$ cat src/rtl/mem_stage_lsu.sv
// Memory stage: drives data-cache requests, aligns store lanes, extends load data
// and registers the retiring result into the MEM/WB register.
module mem_stage_lsu #(
    parameter int DATA_WIDTH     = 32,
    parameter int REG_ADDR_WIDTH = 5,
    parameter int SRC_WIDTH      = 2,
    parameter int MEM_CTRL_WIDTH = 3
) (
    input  logic                      clk,
    input  logic                      rst_n,
    input  logic                      valid_m,
    input  logic [DATA_WIDTH-1:0]     PCPlus4_m,
    input  logic [DATA_WIDTH-1:0]     ALUResult_m,
    input  logic [DATA_WIDTH-1:0]     WriteData_m,
    input  logic [REG_ADDR_WIDTH-1:0] Rd_m,
    input  logic                      RegWrite_m,
    input  logic [SRC_WIDTH-1:0]      ResultSrc_m,
    input  logic                      MemWrite_m,
    input  logic [MEM_CTRL_WIDTH-1:0] MemCtrl_m,
    output logic                      dc_req,
    output logic                      dc_we,
    output logic [DATA_WIDTH-1:0]     dc_addr,
    output logic [DATA_WIDTH-1:0]     dc_wdata,
    output logic [3:0]                dc_wstrb,
    input  logic                      dc_ready,
    input  logic                      dc_rvalid,
    input  logic [DATA_WIDTH-1:0]     dc_rdata,
    output logic                      stall_m,
    output logic                      valid_w,
    output logic [DATA_WIDTH-1:0]     Result_w,
    output logic [REG_ADDR_WIDTH-1:0] Rd_w,
    output logic                      RegWrite_w,
    output logic                      misalign_w
);

    typedef enum logic [1:0] {IDLE, REQ, WAIT} state_t;

    state_t                    state_q, state_d;
    logic                      valid_q, regWrite_q, misalign_q;
    logic [DATA_WIDTH-1:0]     result_q;
    logic [REG_ADDR_WIDTH-1:0] rd_q;

    logic                  isLoad, isStore, memOp;
    logic                  ctrlLegal, sizeMis, misalign, alignedMem, retire;
    logic [1:0]            off;
    logic [7:0]            loadByte;
    logic [15:0]           loadHalf;
    logic [DATA_WIDTH-1:0] loadData, result;

    assign off        = ALUResult_m[1:0];
    assign isLoad     = valid_m & (ResultSrc_m == SRC_WIDTH'(1)) & ~MemWrite_m;
    assign isStore    = valid_m & MemWrite_m;
    assign memOp      = isLoad | isStore;

    always_comb begin
        ctrlLegal = 1'b1;
        sizeMis   = 1'b0;
        case (MemCtrl_m)
            3'b000, 3'b100: sizeMis = 1'b0;
            3'b001, 3'b101: sizeMis = off[0];
            3'b010:         sizeMis = |off;
            default:        ctrlLegal = 1'b0;
        endcase
    end

    // An illegal width code is folded into misalignment so it also bypasses the cache.
    assign misalign   = memOp & (~ctrlLegal | sizeMis);
    assign alignedMem = memOp & ~misalign;

    assign dc_we   = isStore;
    assign dc_addr = {ALUResult_m[DATA_WIDTH-1:2], 2'b00};

    always_comb begin
        dc_wdata = WriteData_m;
        dc_wstrb = 4'b0000;
        case (MemCtrl_m[1:0])
            2'b00: begin
                dc_wdata = {4{WriteData_m[7:0]}};
                dc_wstrb = 4'b0001 << off;
            end
            2'b01: begin
                dc_wdata = {2{WriteData_m[15:0]}};
                dc_wstrb = 4'b0011 << off;
            end
            default: dc_wstrb = 4'b1111;
        endcase
        if (!isStore) begin
            dc_wstrb = 4'b0000;
        end
    end

    always_comb begin
        loadByte = dc_rdata[{off, 3'b000} +: 8];
        loadHalf = dc_rdata[{off[1], 4'b0000} +: 16];
        case (MemCtrl_m)
            3'b000:  loadData = {{24{loadByte[7]}}, loadByte};
            3'b100:  loadData = {24'b0, loadByte};
            3'b001:  loadData = {{16{loadHalf[15]}}, loadHalf};
            3'b101:  loadData = {16'b0, loadHalf};
            3'b010:  loadData = dc_rdata;
            default: loadData = '0;
        endcase
        case (ResultSrc_m)
            2'b00:   result = ALUResult_m;
            2'b01:   result = loadData;
            2'b10:   result = PCPlus4_m;
            default: result = '0;
        endcase
    end

    // Retirement and next state; upstream holds the M inputs while stalled.
    always_comb begin
        retire  = 1'b0;
        state_d = state_q;
        case (state_q)
            IDLE: begin
                if (valid_m && !alignedMem) begin
                    retire = 1'b1;
                end else if (alignedMem) begin
                    if (isStore) begin
                        retire  = dc_ready;
                        state_d = dc_ready ? IDLE : REQ;
                    end else begin
                        state_d = dc_ready ? WAIT : REQ;
                    end
                end
            end
            REQ: begin
                if (!alignedMem) begin
                    state_d = IDLE;
                end else if (dc_ready) begin
                    retire  = isStore;
                    state_d = isStore ? IDLE : WAIT;
                end
            end
            WAIT: begin
                if (dc_rvalid) begin
                    retire  = 1'b1;
                    state_d = IDLE;
                end
            end
            default: state_d = IDLE;
        endcase
        retire = retire & rst_n;
    end

    assign dc_req  = rst_n & alignedMem & (state_q != WAIT);
    assign stall_m = rst_n & alignedMem & ~retire;

    always_ff @(posedge clk) begin
        if (!rst_n) begin
            state_q    <= IDLE;
            valid_q    <= 1'b0;
            result_q   <= '0;
            rd_q       <= '0;
            regWrite_q <= 1'b0;
            misalign_q <= 1'b0;
        end else begin
            state_q <= state_d;
            valid_q <= retire;
            if (retire) begin
                result_q   <= result;
                rd_q       <= Rd_m;
                regWrite_q <= RegWrite_m & ~misalign;
                misalign_q <= misalign;
            end
        end
    end

    assign valid_w    = valid_q;
    assign Result_w   = result_q;
    assign Rd_w       = rd_q;
    assign RegWrite_w = regWrite_q;
    assign misalign_w = misalign_q;

endmodule

$ cat config.mk
export PLATFORM = sky130hd
export DESIGN_NAME = mem_stage_lsu
export DESIGN_NICKNAME = d
export VERILOG_FILES = /design/src/rtl/mem_stage_lsu.sv
export SDC_FILE = /design/constraint.sdc
export NUM_CORES = 1
export LEC_CHECK = 0
export ABC_AREA = 1
export CORE_ASPECT_RATIO = 0.5
export CORE_MARGIN = 4
export CORE_UTILIZATION = 35
export CTS_BUF_LIST = sky130_fd_sc_hd__clkbuf_4 sky130_fd_sc_hd__clkbuf_8 sky130_fd_sc_hd__clkbuf_16
export DETAILED_ROUTE_END_ITERATION = 12
export DONT_BUFFER_PORTS = 1
export SLEW_MARGIN = 15
export SYNTH_ARGS = -nofsm -noshare
export SYNTH_HDL_FRONTEND = slang
export SYNTH_SLANG_ARGS = --single-unit
$ cat constraint.sdc
create_clock -name clk -period 3.9 [get_ports clk]
set_input_delay 0.78 -clock clk [delete_from_list [all_inputs] [get_ports clk]]
set_output_delay 0.78 -clock clk [all_outputs]
set_load 0.02 [all_outputs]
After elaboration in Yosys (flattened, before gate mapping)
Cells that the tools add are included.

storage, ports and cells
  output and inout bits = 111
  register bits after elaboration = 42

operators by class
  shifts and indexed selects = 4
  equal/unequal tests = 14
  multiplexer cells = 24
  bitwise operators = 16
  reductions and logical operators = 10

operators with widths
  operator               number
  $pmux W32 S5           1
  $pmux W32 S3           1
  $pmux W32 S2           1
  $shiftx A32 B6 Y16     1
  $shiftx A32 B6 Y8      1
  $mux W2                8
  $and A1 B1 Y1          10
  $mux W1                8
  $ne A2 B2 Y1 const B   4
  $pmux W4 S2            1
  $eq A2 B1 Y1 const B   3
  $eq A3 B3 Y1 const B   2
  $logic_not A2 Y1       3
  $pmux W2 S3            1
  $reduce_or A5 Y1       1
  $eq A2 B2 Y1 const B   2
  $mux W4                1
  $not A1 Y1             4
  $reduce_and A4 Y1      1
  $reduce_or A2 Y1       2
  $shl A1 B2 Y4 const A  1
  $shl A2 B2 Y4 const A  1
  $eq A3 B1 Y1 const B   1
  $eq A3 B2 Y1 const B   1
  7 further kinds        8

Longest topological paths before layout
Gate-level depths: netlist (run 1).

  depth in word-level cells = 15
  gate-level depth with buffers = 12

Least setup slack after synthesis (run 1)
OpenSTA, ideal clock, no wires.

  kind = input port to output port
  from = input valid_m
  to = output stall_m
  data arrival time = 1.906 ns
  stages = 10
  buffers on the path = 1
  data required time = 3.120 ns
  path slack = 1.214 ns
  path through = nand2_1 inv_1 nand2_1 nand4_1 nand3_1 nand3_2 nand2_4 buf_2 nand2_1 inv_1

between the ends
  elaborated cells between the ends (all ways) = 19

RTL lines
  what                 line  RTL
  start, declared      11    input logic valid_m,
  $and A1 B1 Y1 (*)    52    assign isStore = valid_m & MemWrite_m;
  named net dc_we      21    output logic dc_we,
  $or A1 B1 Y1         53    assign memOp = isLoad | isStore;
  $and A1 B1 Y1        67    assign misalign = memOp & (~ctrlLegal | sizeMis);
  $not A1 Y1           68    assign alignedMem = memOp & ~misalign;
  $and A1 B1 Y1        68
  $logic_not A1 Y1     -
  $logic_and A1 B1 Y1  117   if (valid_m && !alignedMem) begin
  $mux W1              117
  $pmux W1 S3          115   case (state_q)
  $and A1 B1 Y1        144   retire = retire & rst_n;
  $not A1 Y1           148   assign stall_m = rst_n & alignedMem & ~retire;
  $and A1 B1 Y1 (*)    148
  end, declared        28    output logic stall_m,

The timed path passes the listed nets; every way through them passes the cells marked *.

Worst setup path after layout (run 1)
  from = input MemCtrl_m[0]
  to = output dc_req

between the ends
  longest elaborated chain between the ends = 10
  elaborated cells between the ends (all ways) = 16

RTL lines
  what                                        line  RTL
  start, declared                             19    input logic [MEM_CTRL_WIDTH-1:0] MemCtrl_m,
  $eq A3 B2 Y1, or another cell as far along  58    case (MemCtrl_m)
  $reduce_or A5 Y1 (no source line)           -
  $mux W1                                     58
  $not A1 Y1                                  67
  $or A1 B1 Y1 (*)                            67
  $and A1 B1 Y1 (*)                           67
  $not A1 Y1 (*)                              68
  $and A1 B1 Y1 (*)                           68
  $and A1 B1 Y1 (*) (2 in a row)              147   assign dc_req = rst_n & alignedMem & (state_q != WAIT);
  end, declared                               20    output logic dc_req,

Every way passes the cells marked *; elsewhere a longest branch is shown, timed or not.

==> flow_summary.ini, run 1 <==
[routing]
drt-initial-drc-count = 245
postRouteAntennaNets = 0
drc = 0
viasPerCell = 5.10
via_count = 3635
drtPass1Iterations = 5
wl_per_cell_um = 17.6
wl_um = 12600

[placed_design]
place_ws_ns = 1.08
place_congestion = 0.873
hpwl_um = 9640
portBuffers = 0

[floorplan]
row_count = 25
initial_core_util_pct = 37.0
core_area_mm2 = 0.00973
die_h_um = 79.7
die-area_mm2 = 0.0121
die_x_um = 151
io_pins = 256

[finish]
drive_gt1_share_pct = 4.84
layout-area-overhead-vs-synth_pct = -2.64
nNetsFinal = 722
diodes = 0

[pwr]
p_per_area_mw_per_mm2 = 353
p_leak_nw = 1.92
p_total_mw = 1.24
ir_drop_v = 0.000129

[global_routing]
grt_pass1_vias = 3398
antenna_found_initial = 1
grt_max_degree = 61
grt_overflow = 0
grt_usage_pct = 20.2
grt_pass1_wl_um = 18900

[run_status]
status = completed

[timing]
drv_slew = 0
setup_viol = 0
worstMarginPinSlew_ns = 0.939
timing.fmax_mhz = 354
hold_violations = 0
setup_tns_ns = 0
clock_skew_ns = 0.00394
min_period_ns = 2.82
fin_ws_ns = 1.08
grt_setup_unrepaired = no
relSlewSlack_pct = 37.4
post-route-period-util_pct = 72.3

[synth]
ys_warn_count = 0
ys_seq_elements = 42
seq_area_frac_synth_pct = 23.4
postSynthAreaPerCell_um2 = 5.63
synth_area_mm2 = 0.00360
syn_inst = 639
synthDistinctLibCells = 31

[setup_path]
end_kind = output port
ff2ff_path_depth = 8
cp_data_arrival_time_ns = 2.04
startpoint_type = primary input
cp.required_ns = 3.12
worstPathMaxFanout = 21
crit_type = primary input to output port

[clock_tree]
cts_buffer_depth = 2
clockRootBuffer = clkbuf_16
clock_latency_ns = 0.29
hold_buffers = 0
cts_tree = built
h-tree-depth = 2
post_cts_resized = 0
clkTransAtPathRegs_ns = 0.07
cts_made_buffers = 5
cts.sinks = 42
post-cts-setup-buffers = 0

[run]
maxCapViolations = 0

[worst_hold_path]
min_delay_path_depth = 1
min-delay-path-class = primary input to register
-- critical path: stages --
cell and delay, ns:
inv_2 0.04, nor2_2 0.03, buf_4 0.20, nand2_1 0.16
nand2_1 0.08, nor2_2 0.12, inv_1 0.07, nor2_1 0.12
inv_1 0.07, a21oi_1 0.37
-- cells by family (layout without fill, tap and decap cells) --
group | after synthesis | count (layout) | share of synthesized area (%)
AO/OA/AOI/OAI | 92 | 92 | 15.6
buffers and inverters | 130 | 68 | 18.7
flip-flops | 42 | 42 | 23.4
other | 1 | 2 | 0.104
AND/OR/NAND/NOR | 374 | 374 | 42.2
-- through the flow --
| step | area [µm²] | hold slack [ns] | utilization [%] | cells |
|---|---|---|---|---|
| floorplan | 3600 | 0.504 | - | 640 |
| global placement | 3350 | 0.559 | 34.5 | 705 |
| detailed placement | 3350 | 0.553 | 34.5 | 705 |
| CTS | 3500 | 0.550 | 36.0 | 713 |
| global route | 3500 | 0.551 | 36.0 | 713 |
| finish | 3500 | 0.561 | 36.0 | 713 |
-- path summary, 6_finish.rpt --
check / start / endpoint / slack [ns]
max: MemCtrl_m[0] / dc_req / 1.08
min: dc_ready / state_q[0] / 0.56
max reg2reg: state_q[1] / Result_w[27] / 2.11
min reg2reg: state_q[1] / state_q[0] / 0.57
-- synth_stat cells --
cell / instances / share of area (%)
a22oi_1: 3 / 0.63
buf_1: 1 / 0.10
nor2_4: 1 / 0.31
a22o_1: 20 / 4.9
a21boi_0: 1 / 0.21
or2_2: 3 / 0.52
inv_2: 2 / 0.21
nand2_1: 284 / 30
nor2_1: 20 / 2.1
inv_1: 51 / 5.3
conb_1: 1 / 0.10
buf_2: 10 / 1.4
nor2_2: 2 / 0.35
o21ai_1: 21 / 2.9
o211ai_1: 6 / 1.3
dfxtp_1: 42 / 23
clkbuf_1: 20 / 2.1
nand2_2: 1 / 0.17
inv_4: 1 / 0.17
buf_4: 43 / 9.0
clkinv_1: 1 / 0.10
nor3_1: 1 / 0.14
o21ai_0: 13 / 1.8
o31ai_1: 1 / 0.21
nand3b_1: 1 / 0.21
a21oi_1: 27 / 3.8
nand4_1: 1 / 0.17
nand3_1: 58 / 8.1
nand3_2: 1 / 0.28
nand2_4: 1 / 0.31
buf_6: 1 / 0.31
-- cell type report --
| class | count | area [µm²] |
|---|---|---|
| inverters | 55 | 209 |
| repair buffers | 5 | 37.5 |
| clock buffers | 5 | 125 |
| clock inverters | 3 | 25.0 |
| fillers | 1100 | 6220 |
| flip-flops and latches | 42 | 841 |
| multi-input cells | 468 | 2100 |
| well taps | 135 | 169 |
-- layout by cell type, fill, tap and decap left out, drive strengths merged --
master / count
o31ai: 1
nor2: 23
buf: 5
clkbuf: 5
o21ai: 34
nor3: 1
inv: 55
a21boi: 1
clkinvlp: 1
o211ai: 6
nand2: 286
dfxtp: 42
nand3: 59
or2: 3
a21oi: 27
conb: 2
nand3b: 1
clkinv: 2
a22oi: 3
nand4: 1
a22o: 20
-- routing by layer --
metal  GRT usage, %  wire, µm
met3           6.35      1130
met1           25.3      5310
met2           33.7      5940
met5              0        20
met4           5.06       180
-- state kept, by name (all words and copies together) (netlist names) --
name        count
Result_w       32
state_q         2
RegWrite_w      1
misalign_w      1
valid_w         1
Rd_w            5
-- report_power, final --
part	total (mW)	switching (mW)	internal [mW]	leakage [nW]
logic	0.268	0.184	0.0839	1.50
registers	0.533	0.0685	0.465	0.344
clock network	0.435	0.194	0.241	0.0704
Power figures use the tool's default switching activity.
==> run 2, diff against run 1 <==
- clock period: 3.9 -> 2.4 ns (I/O delays scaled with it)
==> flow_summary.ini, run 2 (synthesis results as in run 1) <==
[placed_design]
placed_cell_area_mm2 = 0.00343
dp.cells = 714
portBuffers = 0
place_ws_ns = 0.344
hpwl_um = 9790
place_congestion = 0.861

[clock_tree]
h-tree-depth = 2
hold_buffers = 0
cts_buffer_depth = 2
post_cts_resized = 0
clock_latency_ns = 0.29
cts.sinks = 42
cts_tree = built
cts_made_buffers = 5
clkTransAtPathRegs_ns = 0.07
clockRootBuffer = clkbuf_16
post-cts-setup-buffers = 0

[finish]
fin_cells = 722
nNetsFinal = 731
final_cell_mix = nand2_1, nand3_1, inv_1, dfxtp_1, a21oi_1
fillers = 1098
layout_commonest_cell = nand2_1
layout-area-overhead-vs-synth_pct = -0.417
final_core_util_pct = 36.8
drive_gt1_share_pct = 6.30
stdcell_area_mm2 = 0.00358
diodes = 0
multi_input_comb_area_mm2 = 0.00210
regArea_um2 = 841
largest_reg_flops = 32

[routing]
postRouteAntennaNets = 0
wl_um = 12600
wl_per_cell_um = 17.4
drtPass1Iterations = 5
viasPerCell = 5.05
drc = 0
via_count = 3649
drt-initial-drc-count = 232

[setup_path]
startpoint_type = primary input
crit-reg2reg-launch = state_q[1]
path_cells = nor2_1, nand2_1, nand2_1, nand2_1, nor2_2, inv_1, nor2_1, inv_1, a21oi_1, buf_4
reg2reg_to = Result_w[18]
crit_type = primary input to output port
cp_common_cell = nand2_1
slowest_stage = nor2_1
cp_data_arrival_time_ns = 1.59
max_stage_delay_ns = 0.18
ff2ff_path_depth = 8
end_kind = output port
crit_start = MemCtrl_m[0]
r2r_setup_slack_ns = 0.84
crit_end = dc_req
cp.required_ns = 1.92
worstPathMaxFanout = 3

[timing]
setup_viol = 0
hold_violations = 0
fin_ws_ns = 0.330
grt_setup_unrepaired = no
min_period_ns = 2.07
relSlewSlack_pct = 55.2
worstMarginPinSlew_ns = 0.672
setup_tns_ns = 0
timing.fmax_mhz = 483
post-route-period-util_pct = 86.2
clock_skew_ns = 0.00470
drv_slew = 0

[pwr]
p_per_area_mw_per_mm2 = 561
p_leak_nw = 1.97
ir_drop_v = 0.000224

[global_routing]
grt_pass1_wl_um = 18800
antenna_found_initial = 0
grt_pass1_vias = 3424
grt_max_degree = 43
grt_overflow = 0
grt_usage_pct = 20.1

[floorplan]
io_pins = 256
initial_core_util_pct = 37.0
core_area_mm2 = 0.00973
die-area_mm2 = 0.0121
die_x_um = 151
die_h_um = 79.7
row_count = 25

[run_status]
status = completed

[run]
maxCapViolations = 0

[worst_hold_path]
min-delay-path-class = primary input to register
-- run 2: worst min-delay path by stage --
stage / cells after the start / endpoint / slack (ns) / start
finish: 1 / state_q[0] / 0.26 / dc_ready
global route: 1 / state_q[0] / 0.24 / dc_ready
CTS: 1 / state_q[0] / 0.25 / dc_ready
detailed placement: 1 / state_q[0] / 0.55 / state_q[1]
global placement: 1 / state_q[0] / 0.54 / state_q[1]
floorplan: 1 / state_q[0] / 0.50 / state_q[1]
-- run 2: cell type report --
class	instances	share of cell area, %
clock inverter	3	0.698
inverter	55	5.83
clock buffer	5	3.49
sequential	42	23.5
tap	135	4.71
multi-input combinational	468	58.5
timing repair buffer	14	3.28
-- run 2: routing by layer --
metal | wire length, µm | GRT usage (%)
met1 | 5270 | 25.4
met5 | 0 | 0
met3 | 1140 | 6.64
met4 | 159 | 4.52
met2 | 6010 | 33.2
-- run 2: critical path: cells and delay by family --
family / cells / cell delay [ns]
simple gates: 6 / 0.66
buf+inv: 3 / 0.30
compound gates: 1 / 0.13
-- run 2: metrics by stage --
| step | hold slack, ns | total power, mW |
|---|---|---|
| after CTS | 0.251 | 2.05 |
| after global routing | 0.245 | 2.14 |
| after global placement | 0.537 | 1.33 |
| after detailed placement | 0.554 | 1.33 |
| final | 0.260 | 2.01 |
| after floorplan | 0.504 | 1.34 |
-- run 2: where the power goes --
group	switching, mW	total [mW]	leakage (nW)	internal [mW]
Combinational	0.301	0.448	1.55	0.147
Clock	0.304	0.695	0.0704	0.391
Sequential	0.112	0.867	0.344	0.755
Total	0.717	2.01	1.97	1.29
==> edit 1, RTL diff (settings of run 1) <==
Change the parameter `SRC_WIDTH` from 2 to 4.
--- a/src/rtl/mem_stage_lsu.sv
+++ b/src/rtl/mem_stage_lsu.sv
@@ -3,7 +3,7 @@
 module mem_stage_lsu #(
     parameter int DATA_WIDTH     = 32,
     parameter int REG_ADDR_WIDTH = 5,
-    parameter int SRC_WIDTH      = 2,
+    parameter int SRC_WIDTH      = 4,
     parameter int MEM_CTRL_WIDTH = 3
 ) (
     input  logic                      clk,
Interface: changed (resized ResultSrc_m); port bits go from 256 to 258. The function was not compared with the original's and may differ.
==> edit 1 against run 1 <==
Sequential share of layout area decreased by 1.2 points; setup slack got worse by 0.082 ns; routed wire length increased by 12%; clock skew about the same; sequential power decreased by 3%; sequential cell count unchanged; design area increased by 5.3%; clock power increased by 8.7%; area after synthesis increased by 6.5%; total power increased by 0.66%; critical path type unchanged; largest cell class unchanged; largest power group unchanged.
==> edit 1: results (changes against run 1) <==
peak supply drop 168.7 µV (was 129.1 µV); R2R setup slack 1.96 ns (was 2.11 ns); Critical Path AT 2.12 ns (was 2.04 ns); Tot GR Track Use 0.2046 (was 0.2016); Setup Skew 0.004157 ns (was 0.003941 ns); # diodes 0 (unchanged); Worst Min Path Start state_q[1]$_SDFFE_PN0P_ (was dc_ready); sequential element share of the synthesized area 0.2194 (was 0.2336); Hold WC Path Type reg -> reg (was in -> reg); Hold WS 0.5198 ns (was 0.5608 ns); largest net degree at the start of global routing 45 (was 61); Worst R2R Start state_q[0]$_SDFFE_PN0P_ (was state_q[1]$_SDFFE_PN0P_); CP Max Fanout 24 (was 21); Post-synth top cells nand2_1, inv_1, nand3_1 (was nand2_1, nand3_1, inv_1); Vias per Instance 5.307 (was 5.098); WL final 14,120 µm (was 12,580 µm); DPL Wire Length 11,290 µm (was 9641 µm); Port Buffers 0 (unchanged); sw power 405.4 µW (was 446.6 µW); run status finished, final reports clean (unchanged); Iteration-0 DRC Markers 362 (was 245); Syn. warnings 0 (unchanged); unique cell type count in the Yosys netlist 32 (was 31); fin nets 751 (was 722); Comb group 255 µW (was 268 µW); Post-CTS Setup Repair Bufs 0 (unchanged); vias 3,954 (was 3,635); initial antenna violation count 0 (was 1); Area contributors post-synth nand2_1, dfxtp_1, nand3_1 (was nand2_1, dfxtp_1, buf_4); cell count after synthesis 672 (was 639); P_seq 515 µW (was 533 µW); vias in the first global route 3,551 (was 3,398); first-pass GRT wire length 20,310 µm (was 18,890 µm); layout cells sized above 1 0.04463 (was 0.04844); leakage 1.937 nW (was 1.917 nW); Reg2Reg Depth 9 (was 8); routability cong. 0.8887 (was 0.8729); Placed Cells incl. Taps 737 (was 705); RR Endpoint Result_w[24]$_SDFFE_PN0P_ (was Result_w[27]$_SDFFE_PN0P_)
==> edit 1: per-layer routing <==
metal,up-vias,global-route usage,part of all wire
li1,1997,-,-
met1,1773,0.2638,0.42
met2,164,0.3245,0.44
met3,20,0.07947,0.11
met4,0,0.04716,0.020
met5,-,0,0
==> edit 1: how the worst max path moves through the flow <==
stage	slack, ns	startpoint	cells after the start	to
5_1_grt	0.79	MemCtrl_m[1]	5	dc_wstrb[3]
4_1_cts	0.98	MemCtrl_m[1]	5	dc_wstrb[1]
3_5_place_dp	0.99	MemCtrl_m[1]	5	dc_wstrb[1]
3_3_place_gp	1.02	MemCtrl_m[1]	5	dc_wstrb[1]
6_report	1.0	MemCtrl_m[1]	5	dc_wstrb[1]
2_1_floorplan	1.17	MemCtrl_m[1]	12	stall_m
==> edit 1: worst max-delay path, cell delays in order <==
cell and delay (ns):
inv_2 0.18, nand2_1 0.25, inv_1 0.37, o21ai_0 0.14
a21oi_1 0.40
==> edit 1: area by class of cell <==
type | instances | area (µm²)
fill | 1204 | 6751
clock buffer | 6 | 132.6
clock inverter | 2 | 37.54
sequential | 42 | 840.8
tap | 140 | 175.2
inverter | 75 | 281.5
multi-input combinational | 476 | 2193
timing repair buffer | 4 | 30.03
==> edit 1: cell families (layout without fill, tap and decap cells) <==
logic type,count (synthesis),count (layout),synth area share
other cells,1,2,0.0009785
compound gates,82,82,0.1277
flops,42,42,0.2194
buf+inv,155,87,0.2093
simple gates,392,392,0.4427
==> edit 1: stage by stage <==
step / area, µm² / setup slack [ns] / total power [mW]
after floorplan: 3836 / 1.166 / 0.8071
after global placement: 3521 / 1.024 / 0.7778
after detailed placement: 3521 / 0.9874 / 0.7794
after CTS: 3691 / 0.9817 / 1.255
after global routing: 3691 / 0.7911 / 1.309
final: 3691 / 0.9973 / 1.244
==> edit 2, RTL diff (flow settings as in run 1) <==
Without the edit above. Reset style: asynchronous (`rst_n`), changed in one clocked block.
--- a/src/rtl/mem_stage_lsu.sv
+++ b/src/rtl/mem_stage_lsu.sv
@@ -147,7 +147,7 @@
     assign dc_req  = rst_n & alignedMem & (state_q != WAIT);
     assign stall_m = rst_n & alignedMem & ~retire;
 
-    always_ff @(posedge clk) begin
+    always_ff @(posedge clk or negedge rst_n) begin
         if (!rst_n) begin
             state_q    <= IDLE;
             valid_q    <= 1'b0;
Function: differs if rst_n is asserted again (counterexample within 4 cycles, from zero or initial values and one cycle with rst_n low); with rst_n held inactive, the same outputs for 10 cycles.
==> edit 2 against run 1 <==
Total power up 20%; design area is 9.6% higher; critical path depth decreased by 5; routed wire length up 15%; worst hold slack worse by 0.37 ns; largest cell class unchanged; setup slack got worse by 0.072 ns; global-route usage rose by 0.86 points; via count increased by 7.7%; highest routed layer is now met4; sequential cell count is the same; area after synthesis up 10%.
==> edit 2: results (changes against run 1) <==
run status finished, final reports clean (unchanged); Worst R2R Start state_q[0]$_DFFE_PN0P_ (was state_q[1]$_SDFFE_PN0P_); dpl cell area 3692 µm² (was 3354 µm²); peak supply drop 165.2 µV (was 129.1 µV); clock-pin slew on the worst setup and hold paths 0.06 ns; Port Buffers 0 (unchanged); CP Launch Point MemCtrl_m[1] (was MemCtrl_m[0]); vias in the first global route 3,682 (was 3,398); met2 routed WL 6635 µm (was 5944 µm); Post-CTS Setup Repair Bufs 0 (unchanged); layout cells sized above 1 0.05960 (was 0.04844); routability cong. 0.8692 (was 0.8729); initial antenna violation count 0 (was 1); top_reg_cell synth dfrtp_1 (was dfxtp_1); syn_area_per_cell 5.936 µm² (was 5.633 µm²); H-Tree Depth 2 (unchanged); # diodes 0 (unchanged); sequential element share of the synthesized area 0.2651 (was 0.2336); Reg2Reg Depth 7 (was 8); clock latency on the worst-skew pair 0.28 ns; vias 3,914 (was 3,635); first-pass GRT wire length 21,840 µm (was 18,890 µm); Worst path max stage delay 0.40 ns (was 0.37 ns); WL final 14,460 µm (was 12,580 µm); Syn. warnings 0 (unchanged); Initial DRT Pass Iterations 5 (unchanged); Top Layer Used met4 (was met5); Async S/R FF share, synth 1.000 (was 0); max reg flops 32 (unchanged); Hold Buf Count CTS 0 (unchanged); unique cell type count in the Yosys netlist 27 (was 31); Final Worst Setup Slack 1.007 ns (was 1.079 ns); leakage 2.194 nW (was 1.917 nW); Num CTS Buffers 5 (unchanged); fin nets 748 (was 722); DPL Wire Length 11,360 µm (was 9641 µm); met1 wire length 6105 µm (was 5306 µm); Tot GR Track Use 0.2102 (was 0.2016); post-CTS sizing 0 (unchanged); Slowest-stage cell, CP nand2_1 (was a21oi_1); met3 wire len 1562 µm (was 1131 µm); Hold WC Path Type in -> async (was in -> reg); max-slew violations 0 (unchanged); Placed Cells incl. Taps 741 (was 705); RR Endpoint Result_w[0]$_DFFE_PN0P_ (was Result_w[27]$_SDFFE_PN0P_); Setup Skew 0.004330 ns (was 0.003941 ns); R2R setup slack 2.17 ns (was 2.11 ns); CP Max Fanout 26 (was 21); Post-synth top cells nand2_1, nand3_1, buf_4 (was nand2_1, nand3_1, inv_1); CP top delay family simple AND/OR/NAND/NOR gates (unchanged); Root Buffer clkbuf_16 (unchanged); Vias per Instance 5.226 (was 5.098); Longest Clk Path Bufs 2 (unchanged); Area contributors post-synth nand2_1, dfrtp_1, nand3_1 (was nand2_1, dfxtp_1, buf_4); largest net degree at the start of global routing 84 (was 61); Relative slew margins 0.3587 (was 0.3735); Iteration-0 DRC Markers 303 (was 245)
-- edit 2: cell types whose count changed in the layout (fill, tap and decap cells not counted), moves of 3 or more --
cell	before	now
nand3_2	1	12
a21oi_1	27	6
a22oi_1	3	0
inv_1	51	44
or2_2	3	0
dfxtp_1	42	0
o21ai_0	13	3
nand3_1	58	85
nor2_1	17	10
o211ai_1	6	1
dfrtp_1	0	42
nand2_1	284	349
o21ai_1	21	0
-- edit 2: per-stage QoR --
| step | hold WS [ns] | util |
|---|---|---|
| 4_1_cts | 0.1757 | 0.3488 |
| 6_report | 0.1900 | 0.3488 |
| 5_1_grt | 0.1721 | 0.3488 |
| 3_3_place_gp | 0.4862 | 0.3353 |
| 3_5_place_dp | 0.4859 | 0.3353 |
| 2_1_floorplan | 0.4844 | - |
-- edit 2: how the worst max path moves through the flow --
stage / endpoint / depth (start not counted)
6_report: dc_wdata[30] / 5
3_3_place_gp: Result_w[9]$_DFFE_PN0P_ / 9
5_1_grt: dc_wdata[25] / 5
4_1_cts: dc_wdata[27] / 5
2_1_floorplan: stall_m / 12
3_5_place_dp: Result_w[15]$_DFFE_PN0P_ / 9
-- edit 2: cells by family (layout without fill, tap and decap cells) --
group / after synthesis / count (layout) / synth area share
and+or+nand+nor: 468 / 468 / 0.5017
AOI/OAI and AO/OA: 32 / 32 / 0.06154
buffers and inverters: 125 / 60 / 0.1707
DFF: 42 / 42 / 0.2651
other: 1 / 2 / 0.0009458
-- edit 2: routing by layer --
metal	up-vias	global-route usage
met3	14	0.07392
met1	1795	0.2804
met5	-	0
li1	1919	-
met2	186	0.3305
met4	0	0.03947
-- edit 2: area by class of cell --
type | count | area (µm²)
Fill cell | 1265 | 7172
Timing Repair Buffer | 5 | 37.54
Clock buffer | 5 | 125.1
Sequential cell | 42 | 1051
Inverter | 47 | 176.4
Clock inverter | 3 | 23.77
Multi-Input combinational cell | 502 | 2246
Tap cell | 145 | 181.4
-- edit 2: worst reg2reg max path: cells and delay by family, from the launching register on --
kind                   cells  cell delay (ns)
DFF                        1             0.42
buffers and inverters      2             0.54
and+or+nand+nor            5             0.71
-- edit 2: report_power, final --
part / total (mW) / internal, mW / switching [mW]
clock network: 0.429 / 0.240 / 0.189
registers: 0.716 / 0.524 / 0.192
logic: 0.343 / 0.109 / 0.233
total: 1.49 / 0.873 / 0.615
